===== config.mk =====
export PLATFORM = sky130hd
export DESIGN_NAME = bi_to_gr_code
export DESIGN_NICKNAME = d
export VERILOG_FILES = /design/src/rtl/bi_to_gr_code_pkg.sv /design/src/rtl/bi_to_gr_code_gray2bin_chain.sv /design/src/rtl/bi_to_gr_code.sv
export SDC_FILE = /design/constraint.sdc
export NUM_CORES = 1
export LEC_CHECK = 0
export ABC_AREA = 1
export ABC_CLOCK_PERIOD_IN_PS = 800
export CORE_AREA = 3 3 40 42
export CTS_BUF_LIST = sky130_fd_sc_hd__clkbuf_16
export DETAILED_ROUTE_END_ITERATION = 8
export DIE_AREA = 0 0 43 45
export SYNTH_ARGS = -nofsm -noshare
export SYNTH_HDL_FRONTEND = slang
export SYNTH_SLANG_ARGS = --single-unit

===== constraint.sdc =====
create_clock -name clk -period 0.8 [get_ports clk]
set_input_delay 0.08 -clock clk [delete_from_list [all_inputs] [get_ports clk]]
set_output_delay 0.08 -clock clk [all_outputs]
set_load 0.005 [all_outputs]

===== src/rtl/bi_to_gr_code_pkg.sv =====
// Shared Gray-code definitions: default width and width-generic encode/decode
// helpers so pointer logic elsewhere can reuse the same mapping.
package bi_to_gr_code_pkg;

  localparam int DEFAULT_WIDTH = 4;
  localparam int MAX_WIDTH     = 64;

  typedef logic [MAX_WIDTH-1:0] word_t;

  // Callers zero-extend narrower words; unused upper bits then stay zero.
  function automatic word_t bin2gray(input word_t v);
    return v ^ (v >> 1);
  endfunction

  function automatic word_t gray2bin(input word_t v);
    word_t r;
    r[MAX_WIDTH-1] = v[MAX_WIDTH-1];
    for (int i = MAX_WIDTH - 2; i >= 0; i--) begin
      r[i] = r[i+1] ^ v[i];
    end
    return r;
  endfunction

endpackage


===== src/rtl/bi_to_gr_code_gray2bin_chain.sv =====
// Combinational Gray-to-binary decode: prefix XOR running from the MSB down.
module gray2bin_chain
  import bi_to_gr_code_pkg::*;
#(
  parameter int WIDTH = DEFAULT_WIDTH
) (
  input  logic [WIDTH-1:0] gray,
  output logic [WIDTH-1:0] bin
);

  always_comb begin : chain
    logic acc;
    bin             = '0;
    acc             = gray[WIDTH-1];
    bin[WIDTH-1]    = acc;
    for (int i = WIDTH - 2; i >= 0; i--) begin
      acc    = acc ^ gray[i];
      bin[i] = acc;
    end
  end

endmodule


===== src/rtl/bi_to_gr_code.sv =====
// Binary-to-Gray converter with optional Gray-to-binary decode and a single
// registered output stage (1-cycle latency, 1 word per cycle).
module bi_to_gr_code
  import bi_to_gr_code_pkg::*;
#(
  parameter int WIDTH = DEFAULT_WIDTH
) (
  input  logic             clk,
  input  logic             rst,
  input  logic             in_valid,
  input  logic             dec,
  input  logic [WIDTH-1:0] b,
  output logic [WIDTH-1:0] g,
  output logic             out_valid
);

  // Handshake: in_valid qualifies b/dec in the same cycle; there is no ready,
  // every valid word is taken, and out_valid marks g for exactly the following
  // cycle. With in_valid low, g keeps its last result.

  logic [WIDTH-1:0] enc;
  logic [WIDTH-1:0] dcd;
  logic [WIDTH-1:0] result;

  always_comb begin
    enc          = '0;
    enc[WIDTH-1] = b[WIDTH-1];
    for (int i = 0; i < WIDTH - 1; i++) begin
      enc[i] = b[i+1] ^ b[i];
    end
  end

  gray2bin_chain #(.WIDTH(WIDTH)) u_decode (
    .gray (b),
    .bin  (dcd)
  );

  assign result = dec ? dcd : enc;

  always_ff @(posedge clk) begin
    if (rst) begin
      g         <= '0;
      out_valid <= 1'b0;
    end else begin
      out_valid <= in_valid;
      if (in_valid) begin
        g <= result;
      end
    end
  end

endmodule


After elaboration in Yosys (flattened, before gate mapping) --
Index checks and enable logic that the tools add are counted.
Operators by class: bitwise logic cells 5, mux-type cells 1
Operator list (count):
- 1-bit XOR | 5
- 2-bit two-way mux | 1
Storage, ports and cells: bits in registers 5, logic and storage cells 8, input bits 8

Longest topological paths before layout --
depth in word-level cells 4, mapped depth 9, mapped depth without buffers 9

Hierarchy --
Synthesis repeated with hierarchy kept, for this count alone.
Unflattened totals: cell total of the unflattened synthesis 54, area total of the unflattened synthesis 332.8 um^2
By module, submodules not included:
- bi_to_gr_code | area each 231.5 um^2, instances 1, cells an instance 35
- gray2bin_chain | area each 101.3 um^2, instances 1, cells an instance 19

Worst setup path after synthesis --
Ideal clock, no wire load.
path type input to register, from input port b[3], to register g[0], cell stages on the path 8, slack 0.093 ns, arrival 0.590 ns, data required time 0.683 ns, path buffers 0, cells stage by stage inv_1 > nand2_2 > nand3_1 > nand3_2 > nand3_1 > nand2_1 > nor2_1 > nor2_1
Between the ends: cells in the longest elaborated chain, start to end 4
Ends and longest elaborated chain:
- start: declaration | line bi_to_gr_code.sv:12 | input logic [WIDTH-1:0] b,
- 1-bit XOR (3 in series) | line bi_to_gr_code_gray2bin_chain.sv:17 | acc = acc ^ gray[i];
- 2-bit two-way mux | line bi_to_gr_code.sv:38 | assign result = dec ? dcd : enc;
- end signal: assignment | line bi_to_gr_code.sv:47 | g <= result;
- end: declaration | line bi_to_gr_code.sv:13 | output logic [WIDTH-1:0] g,
Every way passes these cells. A chain may end at the register's enable or synchronous reset.

Worst setup path after layout --
from register g[1], to output port g[1]
No word-level cell between the ends.

==> results.tsv <==
stage	metric	value	unit
clock_tree	clock_latency	0.23	ns
setup_path	critPathMaxFanout	2	
timing	fin_crit_sh	90.8	%
placement	preCtsSetupSlack	-0.491	ns
die	rows	13	
die	die_area	1940	um2
timing	period_minus_slack	0.726	ns
power_and_ir_drop	ir_drop	0.682	mV
grt	grt_pass1_wl	938	um
clock_tree	cts_tree	done	
timing	final.setup.worst_slack	0.0738	ns
setup_path	r2r_start	g[1]	
clock_tree	root_buffer	clkbuf_16	
logic_synthesis	synth_top_area_share	40.8	%
clock_tree	clk_path_buf_depth	2	
clock_tree	htreeDepth	1	
logic_synthesis	netlist_top_cells_count	dfxtp_1 (5), inv_1 (5), nor2_1 (5), o21ai_0 (5)	
setup_path	path_cells	buf_2	
setup_path	endpoint_kind	output pin	
setup_path	startpoint_type	flop	
drt	wl	575	um
grt	grt_pass1_vias	253	
setup_path	cp.arrival	0.65	ns
die	initial_core_util	19.1	%
cells_and_area	layout-drive-gt1-share	49.1	%
timing	fmax	1380	MHz
logic_synthesis	synth_area	245	um2
logic_synthesis	async_flop_share	0	%
min_path	whs_endpoint	g[3]	
min_path	hp-class	input pin to flop	
logic_synthesis	yosysWarnings	0	
die	die_y	45	um
placement	dp_hpwl	442	um
logic_synthesis	ys.flop_type	dfxtp_1	
die	io_pins	13	
cells_and_area	final_area	467	um2
die	design.core.area	1280	um2
min_path	min_from	b[3]	
cells_and_area	fin_util	36.3	%
cells_and_area	multiInputGateArea	121	um2
grt	grt-ovfl-total	0	
cells_and_area	num_antenna_cells	0	
grt	grtUsageTotal	6.99	%
setup_path	r2r_end	g[1]	
logic_synthesis	yosys-top-cells-area	dfxtp_1 (41%), o21ai_0 (10%), inv_1 (7.7%), nand2_2 (7.7%), nor2_1 (7.7%)	
drt	drc	0	
timing	setup_violations	0	
logic_synthesis	syn_inst	35	
timing	fin_skew	0	ns
die	die_w	43	um
setup_path	critical_path_class	flop to output pin	
setup_path	crit_required	0.72	ns
grt	antenna_found_initial	0	
setup_path	crit_cells	1	
cells_and_area	fillers	143	
logic_synthesis	synth.distinct_cells	13	
setup_path	reg2reg_slack	0.16	ns
job	maxCapViolations	0	
drt	routed_via_density	4.06	
timing	tightest_slew	0.239	ns
drt	drtIter0Drc	3	
setup_path	reg2reg_depth	2	
placement	place_area	410	um2
power_and_ir_drop	power_density	2600	nW/um2
logic_synthesis	ys_ff_latch	5	
drt	ant_nets	0	
power_and_ir_drop	power_leakage	0.242	nW
setup_path	path_delay_family	flip-flops	
timing	maxSlewHeadroom	84.1	%
cells_and_area	seqCellArea	105	um2
min_path	min_path_cells	4	
clock_tree	numCtsBuffers	3	
setup_path	cpPeakStageDelay	0.30	ns
logic_synthesis	syn_area_per_cell	7.01	um2
setup_path	crit_path_top_delay_cell	dfxtp_2	
drt	routedWlPerCell	8.21	um
grt	grt_max_degree	9	
timing	setup_tns	0	ns
clock_tree	clkSlewWorstSetupHoldPaths	0.03	ns
clock_tree	cts_num_sinks	5	
cells_and_area	nets	64	
logic_synthesis	synth_top_area_cell	dfxtp_1	
drt	firstDrtPassIters	2	
cells_and_area	area_growth	90.3	%
logic_synthesis	synth_edf_count	0	
status	status	complete, no violations	
clock_tree	hold_buffers	0	
logic_synthesis	seq_area_frac_synth	40.8	%
drt	vias	284	
setup_path	crit_buf_inv	1	
timing	final_max_slew_viol_count	0	
timing	hold_slack	0.203	ns
timing	grt_setup_unrepaired	no	
logic_synthesis	synth_nets	43	
placement	portBuffers	12	
placement	gp_congestion	0.690	
timing	final_hold_viol_count	0	
## cells in the final DEF, fill, tap and decap left out, types with 3 or more instances in the layout
cell,synthesis,layout
nor2_1,5,5
buf_4,0,5
clkbuf_16,0,3
buf_2,0,5
o21ai_0,5,5
dfxtp_2,0,4
inv_1,5,5
nand2_2,3,4
## worst max path at each step
stage	start	to
6_report	g[1]	g[1]
5_1_grt	b[1]	g[0]
4_1_cts	out_valid	out_valid
3_5_place_dp	b[2]	g[0]
3_3_place_gp	b[2]	g[0]
2_1_floorplan	b[3]	g[0]
## logic make-up (layout without fill, tap and decap cells)
family | count (synthesis) | after routing | share of synthesized area [%]
buffers and inverters | 7 | 27 | 10.7
flip-flops | 5 | 5 | 40.8
AO/OA/AOI/OAI | 9 | 9 | 20.4
AND/OR/NAND/NOR | 14 | 14 | 28.1
## routing by layer
metal | vias to the layer above | track usage, % | wire (um)
li1 | 153 | - | -
met2 | 14 | 8.38 | 231
met5 | - | 0 | 0
met4 | 0 | 7.23 | 21
met1 | 114 | 7.93 | 233
met3 | 3 | 4.38 | 88
## flip-flops by register name, indices dropped and copies added (netlist names)
name       flops
g              4
out_valid      1
## where the power goes
part           internal (mW)  total, mW  switching [mW]
combinational         0.0738      0.138          0.0640
sequential             0.272      0.278         0.00628
clock                  0.646      0.800           0.153
total                  0.992       1.22           0.224
## stage by stage
step                      total power [mW]  std cells
final                                 1.22         70
after global routing                  1.27         70
after CTS                             1.24         70
after detailed placement             0.438         65
after global placement               0.437         65
after floorplan                      0.339         35
## area by class of cell
cell class | instances | area share (%)
inverters | 6 | 4.83
flip-flops and latches | 5 | 22.5
clock buffers | 3 | 16.1
clock inverters | 1 | 0.804
multi-input cells | 23 | 26.0
well taps | 15 | 4.02
repair buffers | 17 | 25.7
## repair_timing
item	4_1_cts	5_1_grt
cloned	0	0
pin swaps	2	0
resized for setup	29	7
setup buffers	1	0
endpoints found under the setup margin	8	3
Power figures use the tool's default switching activity.
